## src/rtl/gpr_wport_arb_if.sv

```systemverilog
// GPR write-port arbiter bundle: WB and MDU write requests, MDU issue tracking,
// hazard query and the arbitrated GPR write port.
interface gpr_wport_arb_if;
   logic        wb_we;
   logic [4:0]  wb_a;
   logic [31:0] wb_wd;
   logic        md_req;
   logic [4:0]  md_a;
   logic [31:0] md_wd;
   logic        md_gnt;
   logic        md_issue;
   logic [4:0]  md_issue_a;
   logic [4:0]  hz_a1;
   logic [4:0]  hz_a2;
   logic        hz_stall;
   logic        stall_wb;
   logic        gpr_we;
   logic [4:0]  gpr_a3;
   logic [31:0] gpr_wd;
   logic [31:0] busy;

   modport slave (
      input  wb_we, wb_a, wb_wd, md_req, md_a, md_wd, md_issue, md_issue_a, hz_a1, hz_a2,
      output md_gnt, hz_stall, stall_wb, gpr_we, gpr_a3, gpr_wd, busy
   );

   modport master (
      output wb_we, wb_a, wb_wd, md_req, md_a, md_wd, md_issue, md_issue_a, hz_a1, hz_a2,
      input  md_gnt, hz_stall, stall_wb, gpr_we, gpr_a3, gpr_wd, busy
   );
endinterface

```

## src/rtl/gpr_wport_arb.sv

```systemverilog
// Shares the single GPR write port between WB (priority) and the MDU, stalls WB
// when the MDU starves, and tracks pending MDU destinations for hazard detection.
module gpr_wport_arb #(
   parameter int unsigned STARVE_LIMIT = 4
) (
   input logic             clk,
   input logic             reset,
   gpr_wport_arb_if.slave  bus
);

   typedef enum logic [1:0] {StIdle, StWait, StForce} state_e;

   localparam logic [3:0] LimitCnt = 4'(STARVE_LIMIT);

   state_e      state_q;
   logic [3:0]  wait_cnt_q;
   logic [3:0]  cnt_inc;
   logic        stall_q;
   logic        md_gnt;
   logic        lose;
   logic [31:0] busy_q;
   logic [31:0] busy_d;

   assign md_gnt = bus.md_req & ~bus.wb_we;
   assign lose   = bus.md_req & bus.wb_we;

   assign bus.md_gnt   = md_gnt;
   assign bus.gpr_we   = bus.wb_we | md_gnt;
   assign bus.gpr_a3   = bus.wb_we ? bus.wb_a : bus.md_a;
   assign bus.gpr_wd   = bus.wb_we ? bus.wb_wd : bus.md_wd;
   assign bus.stall_wb = stall_q;
   assign bus.busy     = busy_q;
   assign bus.hz_stall = busy_q[bus.hz_a1] | busy_q[bus.hz_a2];

   assign cnt_inc = (wait_cnt_q == 4'hf) ? 4'hf : wait_cnt_q + 4'd1;

   // stall_q mirrors state_q==StForce so stall_wb has no input-to-output path.
   always_ff @(posedge clk or negedge reset) begin
      if (!reset) begin
         state_q    <= StIdle;
         wait_cnt_q <= 4'd0;
         stall_q    <= 1'b0;
      end else begin
         unique case (state_q)
            StIdle: begin
               if (lose) begin
                  wait_cnt_q <= 4'd1;
                  if (LimitCnt == 4'd1) begin
                     state_q <= StForce;
                     stall_q <= 1'b1;
                  end else begin
                     state_q <= StWait;
                  end
               end else begin
                  wait_cnt_q <= 4'd0;
               end
            end
            StWait: begin
               if (md_gnt || !bus.md_req) begin
                  state_q    <= StIdle;
                  wait_cnt_q <= 4'd0;
               end else begin
                  wait_cnt_q <= cnt_inc;
                  if (cnt_inc == LimitCnt) begin
                     state_q <= StForce;
                     stall_q <= 1'b1;
                  end
               end
            end
            StForce: begin
               if (md_gnt || !bus.md_req) begin
                  state_q    <= StIdle;
                  wait_cnt_q <= 4'd0;
                  stall_q    <= 1'b0;
               end
            end
            default: begin
               state_q    <= StIdle;
               wait_cnt_q <= 4'd0;
               stall_q    <= 1'b0;
            end
         endcase
      end
   end

   // Clear first so a same-edge issue to the granted register wins.
   always_comb begin
      busy_d = busy_q;
      if (md_gnt) begin
         busy_d[bus.md_a] = 1'b0;
      end
      if (bus.md_issue && (bus.md_issue_a != 5'd0)) begin
         busy_d[bus.md_issue_a] = 1'b1;
      end
      busy_d[0] = 1'b0;
   end

   always_ff @(posedge clk or negedge reset) begin
      if (!reset) begin
         busy_q <= 32'd0;
      end else begin
         busy_q <= busy_d;
      end
   end

endmodule

```

## src/flat_wrapper.sv

```systemverilog
// flat-port wrapper written by rule: the top's interface ports become plain ports
module gpr_wport_arb_flat 
#(
   parameter int unsigned STARVE_LIMIT = 4
)
  (clk, reset, bus_wb_we, bus_wb_a, bus_wb_wd, bus_md_req, bus_md_a, bus_md_wd, bus_md_issue, bus_md_issue_a, bus_hz_a1, bus_hz_a2, bus_md_gnt, bus_hz_stall, bus_stall_wb, bus_gpr_we, bus_gpr_a3, bus_gpr_wd, bus_busy);
  gpr_wport_arb_if bus_i ();
  input logic clk;
  input logic reset;
  input wire logic [$bits(bus_i.wb_we)-1:0] bus_wb_we;
  input wire logic [$bits(bus_i.wb_a)-1:0] bus_wb_a;
  input wire logic [$bits(bus_i.wb_wd)-1:0] bus_wb_wd;
  input wire logic [$bits(bus_i.md_req)-1:0] bus_md_req;
  input wire logic [$bits(bus_i.md_a)-1:0] bus_md_a;
  input wire logic [$bits(bus_i.md_wd)-1:0] bus_md_wd;
  input wire logic [$bits(bus_i.md_issue)-1:0] bus_md_issue;
  input wire logic [$bits(bus_i.md_issue_a)-1:0] bus_md_issue_a;
  input wire logic [$bits(bus_i.hz_a1)-1:0] bus_hz_a1;
  input wire logic [$bits(bus_i.hz_a2)-1:0] bus_hz_a2;
  output wire logic [$bits(bus_i.md_gnt)-1:0] bus_md_gnt;
  output wire logic [$bits(bus_i.hz_stall)-1:0] bus_hz_stall;
  output wire logic [$bits(bus_i.stall_wb)-1:0] bus_stall_wb;
  output wire logic [$bits(bus_i.gpr_we)-1:0] bus_gpr_we;
  output wire logic [$bits(bus_i.gpr_a3)-1:0] bus_gpr_a3;
  output wire logic [$bits(bus_i.gpr_wd)-1:0] bus_gpr_wd;
  output wire logic [$bits(bus_i.busy)-1:0] bus_busy;
  assign bus_i.wb_we = bus_wb_we;
  assign bus_i.wb_a = bus_wb_a;
  assign bus_i.wb_wd = bus_wb_wd;
  assign bus_i.md_req = bus_md_req;
  assign bus_i.md_a = bus_md_a;
  assign bus_i.md_wd = bus_md_wd;
  assign bus_i.md_issue = bus_md_issue;
  assign bus_i.md_issue_a = bus_md_issue_a;
  assign bus_i.hz_a1 = bus_hz_a1;
  assign bus_i.hz_a2 = bus_hz_a2;
  assign bus_md_gnt = bus_i.md_gnt;
  assign bus_hz_stall = bus_i.hz_stall;
  assign bus_stall_wb = bus_i.stall_wb;
  assign bus_gpr_we = bus_i.gpr_we;
  assign bus_gpr_a3 = bus_i.gpr_a3;
  assign bus_gpr_wd = bus_i.gpr_wd;
  assign bus_busy = bus_i.busy;
  gpr_wport_arb #(.STARVE_LIMIT(STARVE_LIMIT)) u_core (.clk(clk), .reset(reset), .bus(bus_i));
endmodule
```

## config.mk

```make
export PLATFORM = sky130hd
export DESIGN_NAME = gpr_wport_arb_flat
export DESIGN_NICKNAME = d
export VERILOG_FILES = /design/src/rtl/gpr_wport_arb_if.sv /design/src/rtl/gpr_wport_arb.sv /design/src/flat_wrapper.sv
export SDC_FILE = /design/constraint.sdc
export NUM_CORES = 1
export LEC_CHECK = 0
export CAP_MARGIN = 25
export CORE_AREA = 2 2 88 90
export DETAILED_ROUTE_END_ITERATION = 16
export DIE_AREA = 0 0 90 92
export PLACE_DENSITY_LB_ADDON = 0.05
export SYNTH_ARGS = -nofsm -noshare
export SYNTH_HDL_FRONTEND = slang
export SYNTH_SLANG_ARGS = --single-unit
```

## constraint.sdc

```tcl
create_clock -name clk -period 2.7 [get_ports clk]
set_input_delay 0.54 -clock clk [delete_from_list [all_inputs] [get_ports clk]]
set_output_delay 0.54 -clock clk [all_outputs]
set_load 0.05 [all_outputs]
```

# Word level (Yosys, flattened, before mapping)
# Cells that the tools add are included.
[op_classes]
magnitude_cmp = 6
n_eq_ne = 9
n_reduce_logical = 9
muxes = 26
bitwise = 9
addsub = 1
[ops]
columns = ["operator", "n"]
rows = [
  ["$mux 32", 3],
  ["$and 32x32->32", 1],
  ["$not 32->32", 1],
  ["$or 32x32->32", 1],
  ["$lt 5x6->1 const B", 4],
  ["$mux 4", 3],
  ["$pmux 4 s3", 1],
  ["$bmux 1 s5", 2],
  ["$demux 1 s5", 2],
  ["$ge 5x1->1 const B", 2],
  ["$mux 1", 8],
  ["$mux 2", 4],
  ["$ne 2x1->1 const B", 3],
  ["$pmux 2 s3", 1],
  ["$mux 5", 1],
  ["$reduce_bool 5->1", 1],
  ["$add 4x1->4 const B", 1],
  ["$eq 4x3->1 const B", 1],
  ["$eq 4x4->1 const B", 1],
  ["$reduce_and 4->1", 1],
  ["$logic_and 1x1->1", 3],
  ["$ne 3x1->1 const B", 1],
  ["$pmux 1 s3", 1],
  ["$reduce_and 3->1", 1],
  ["9 further kinds", 12],
]
[totals]
regBits = 38
output_inout_bits = 73
word_cells = 64
inputBits = 94

# Logic depth before layout (Yosys ltp)
[logic_depth]
word_depth = 9
ltp_mapped = 6
depth_no_buf = 6

# Worst setup path after synthesis
# OpenSTA, ideal clock, no wires.
[synth_timing]
kind = "input-to-output"
start = "in bus_hz_a1[0]"
end = "out bus_hz_stall"
t_required_ns = 2.160
stages = 6
n_path_buf = 1
setup_slack_ns = 0.060
arrival_time_ns = 2.100
cell_sequence = "buf_2 -> mux4_2 -> nand2_1 -> o211ai_1 -> a21oi_1 -> o211ai_1"
[synth_via]
elab_chain_len = 3
[synth_rtl]
columns = ["element", "line_no", "rtl"]
rows = [
  ["start: declaration", "flat_wrapper.sv:18", "input wire logic [$bits(bus_i.hz_a1)-1:0] bus_hz_a1;"],
  ["$bmux 1 s5", "gpr_wport_arb.sv:33", "assign bus.hz_stall = busy_q[bus.hz_a1] | busy_q[bus.hz_a2];"],
  ["$mux 1 (not written as such)", "gpr_wport_arb.sv:33", ""],
  ["$or 1x1->1", "gpr_wport_arb.sv:33", ""],
  ["end: declaration", "flat_wrapper.sv:21", "output wire logic [$bits(bus_i.hz_stall)-1:0] bus_hz_stall;"],
]
# No other way between the ends. The select of a mux whose other input is x is not followed.

# Worst setup path in the final report
# Same ends and word-level chain as after synthesis.

==> flow_summary_export.csv <==
group,metric,value,unit
logic_synthesis,netlist_area,2670,sq um
finish,postLayoutCellArea,4580,sq um
logic_synthesis,postSynthCellCount,264,
hold_path,timing.hold.worst.class,"reg -> reg",
logic_synthesis,synth.cells.most_frequent,"63 x o21ai_0, 40 x mux2_2, 38 x dfrtp_1",
critical_path,worstSetupStartpointType,"input port",
routing,drt_iter0_drc,152,
sta,max-slew-margin-rel,0.654,
critical_path,critical_path_type,"in -> out",
sta,min_period_over_period,0.966,
die,die_h,92,microns
clocking,tritoncts_num_sinks,38,
routing,drcViolationCount,0,
finish,stdcell_count,542,
logic_synthesis,asr_flop_ratio_synth,1.00,
global_route,grt_max_degree,39,
sta,fmax,383,MHz
clocking,path_clk_slew,0.08,ns
pwr,cellLeakagePower,1.85,nW
logic_synthesis,yosys-top-cells-area,"dfrtp_1 36%, mux2_2 17%, o21ai_0 12%",
die,floorplan.io_pins,167,
sta,finalHoldViolations,0,
finish,area_taken_by_flip_flops_and_latches,951,sq um
pwr,cellPowerDensity,618,nW/um^2
pwr,p_int,1.63,mW
pwr,sw_frac_of_total,0.423,
sta,fin_crit,2.61,ns
global_route,grt_antenna_before_repair,1,
critical_path,worst_setup_path_end_kind,"primary output",
sta,timing.final.setup_violations,0,
pwr,total_switching_power,1.20,mW
clocking,cts_buffers,5,
critical_path,crit_path_cell_trace,"clkdlybuf4s15_2 -> mux4_2 -> mux2_2 -> a21oi_1 -> o211ai_1 -> buf_4",
global_route,grt_remaining_overflow,0,
die,placementRows,32,
finish,multi_input_comb_area,1630,sq um
clocking,cts_tree,"yes",
logic_synthesis,synth.ff_latch_count,38,
logic_synthesis,synth.distinct_cells,37,
critical_path,worstPathRequired,2.16,ns
run,cap_violations,0,
global_route,globalRouteTotalUtil,0.235,
pwr,irDropWorstVdd,0.308,mV
routing,dr_total_vias,2875,
sta,finalHoldWorstSlack,0.508,ns
finish,fillCellCount,655,
routing,routed_via_density,5.30,
pwr,comb_pwr_share,0.504,
finish,net_count_of_the_finished_layout,533,
place,detailed_place.area,4440,sq um
routing,routed_wl,9940,microns
logic_synthesis,synth_edf_count,0,
pwr,power.sequential.fraction,0.291,
logic_synthesis,synthesis.yosys.warnings,0,
clocking,cts_root_buf,"clkbuf_8",
clocking,cts_max_level,2,
logic_synthesis,synth_top_area_share,0.356,
logic_synthesis,synth_most_common_cell,"o21ai_0",
critical_path,critical_path.max_stage_delay,0.50,ns
place,numPortBuffers,165,
logic_synthesis,synthesis.nets,359,
place,post-place-cells,533,
logic_synthesis,average_footprint_of_a_synthesized_cell,10.1,sq um
die,placeableCoreArea,7450,sq um
sta,worst_slew_pin_slew,0.518,ns
finish,layout.core_utilization,0.615,
die,initial_utilization,0.359,
routing,wl_per_cell,18.3,microns
sta,timing.final.ws_setup,0.0905,ns
critical_path,critical_path_arrival,2.07,ns
place,gp_congestion,0.834,
clocking,cts_max_path_buffers,2,
clocking,cts_post_setup_buffers_inserted,0,
finish,layout-area-overhead-vs-synth,71.4,%
critical_path,slowest_stage,"mux4_2",
sta,grt_setup_unrepaired,"no",
logic_synthesis,synth_flop_cell,"dfrtp_1",
global_route,number_of_global_route_vias_before_repair,2860,
die,dieArea,8280,sq um
place,place_hpwl,8120,microns
sta,final_max_slew_viol_count,0,
clocking,hold_buffers,0,
status,status,"finished, final reports clean",
finish,drive_gt1_frac,0.280,
critical_path,timing.critical_path.fanout_max,4,
place,pre_cts_ws,-0.405,ns
logic_synthesis,portion_of_the_post_synthesis_area_used_by_sequential_elements,0.356,
clocking,clk_latency,0.29,ns
routing,drt_pre_antenna_iters,4,
global_route,grt_first_pass_wirelength,15200,microns
pwr,share_clk_of_total_power,0.205,
logic_synthesis,netlist.top_cell.by_area,"dfrtp_1",
die,die_w,90,microns
sta,final.setup_skew,0.000600,ns
routing,antenna_left,0,
clocking,cts-resized-gates,12,
==> routing by layer <==
| metal | vias up | share of wire | track usage |
|---|---|---|---|
| li1 | 1348 | - | - |
| met3 | 18 | 0.10 | 0.0748 |
| met2 | 152 | 0.52 | 0.419 |
| met5 | - | 0 | 0 |
| met4 | 0 | 0.025 | 0.0974 |
| met1 | 1357 | 0.35 | 0.260 |
==> area by class of cell <==
| cell class | count | share of cell area |
|---|---|---|
| Clock inverter | 3 | 0.0150 |
| Tap cell | 102 | 0.0279 |
| Timing Repair Buffer | 182 | 0.373 |
| Multi-Input combinational cell | 205 | 0.356 |
| Antenna cell | 1 | 0.000547 |
| Sequential cell | 38 | 0.208 |
| Clock buffer | 5 | 0.0150 |
| Inverter | 6 | 0.00492 |
==> critical path: cells and delay by family <==
kind	cells	cell delay, ns
buffers and inverters	2	0.45
multiplexers	2	0.77
AO/OA/AOI/OAI	2	0.31
==> logic make-up (layout without fill, tap and decap cells) <==
logic type      Yosys count  after routing  synth area share
compound gates           87             87             0.176
fa+ha+maj                 1              1           0.00468
mux                      58             58             0.303
buf+inv                  21            196            0.0351
flops                    38             38             0.356
other cells               1              2           0.00140
xor+xnor                  1              1           0.00328
simple gates             57             57             0.121
==> per-stage QoR <==
stage               total power [mW]  setup TNS [ns]
finish                          2.83               0
global route                    2.94               0
CTS                             2.83               0
detailed placement              2.26          -0.405
global placement                2.25          -0.331
floorplan                       1.67               0
==> path summary, 6_finish.rpt <==
check	slack (ns)	cells after the start	start	end
min in group asynchronous	0.66	2	reset	u_core.wait_cnt_q[3]$_DFFE_PN0P_
max in group asynchronous	1.68	2	reset	u_core.bus.busy[10]$_DFF_PN0_
worst min-delay path	0.51	1	u_core.state_q[1]$_DFFE_PN0P_	u_core.state_q[0]$_DFFE_PN0P_
worst min register to register	0.51	1	u_core.state_q[1]$_DFFE_PN0P_	u_core.state_q[0]$_DFFE_PN0P_
worst max register to register	1.05	6	u_core.wait_cnt_q[1]$_DFFE_PN0P_	u_core.bus.stall_wb$_DFFE_PN0P_
worst max-delay path	0.09	6	bus_hz_a1[0]	bus_hz_stall
==> placed cells by master (no fill, tap or decap), types with 3 or more instances in the layout <==
cell	Yosys	layout
nand3_1	7	7
dfrtp_1	38	38
dlygate4sd2_1	0	3
or3_1	3	3
nand3b_1	12	12
buf_4	1	54
a21oi_1	12	12
buf_12	0	3
mux2i_1	5	4
mux2_2	40	40
clkbuf_8	0	5
inv_1	6	6
or3b_2	3	3
nand2_1	10	10
o21ai_0	63	63
nor2_1	12	12
mux4_2	9	9
clkdlybuf4s50_1	0	117
o211ai_1	6	6
mux4_1	4	4
==> state kept, by name, summed over array words and instances, names as in the netlist <==
| name | flops |
|---|---|
| u_core.wait_cnt_q | 4 |
| u_core.bus.busy | 31 |
| u_core.bus.stall_wb | 1 |
| u_core.state_q | 2 |
==> power by group through the flow <==
stage | Sequential (mW) | Clock [mW] | Combinational, mW
after floorplan | 1.17 | 0 | 0.501
after global placement | 0.834 | 0 | 1.41
after detailed placement | 0.832 | 0 | 1.43
after CTS | 0.822 | 0.582 | 1.43
after global routing | 0.839 | 0.604 | 1.49
final | 0.824 | 0.580 | 1.43
No activity file was read; power rests on OpenSTA's default activity.
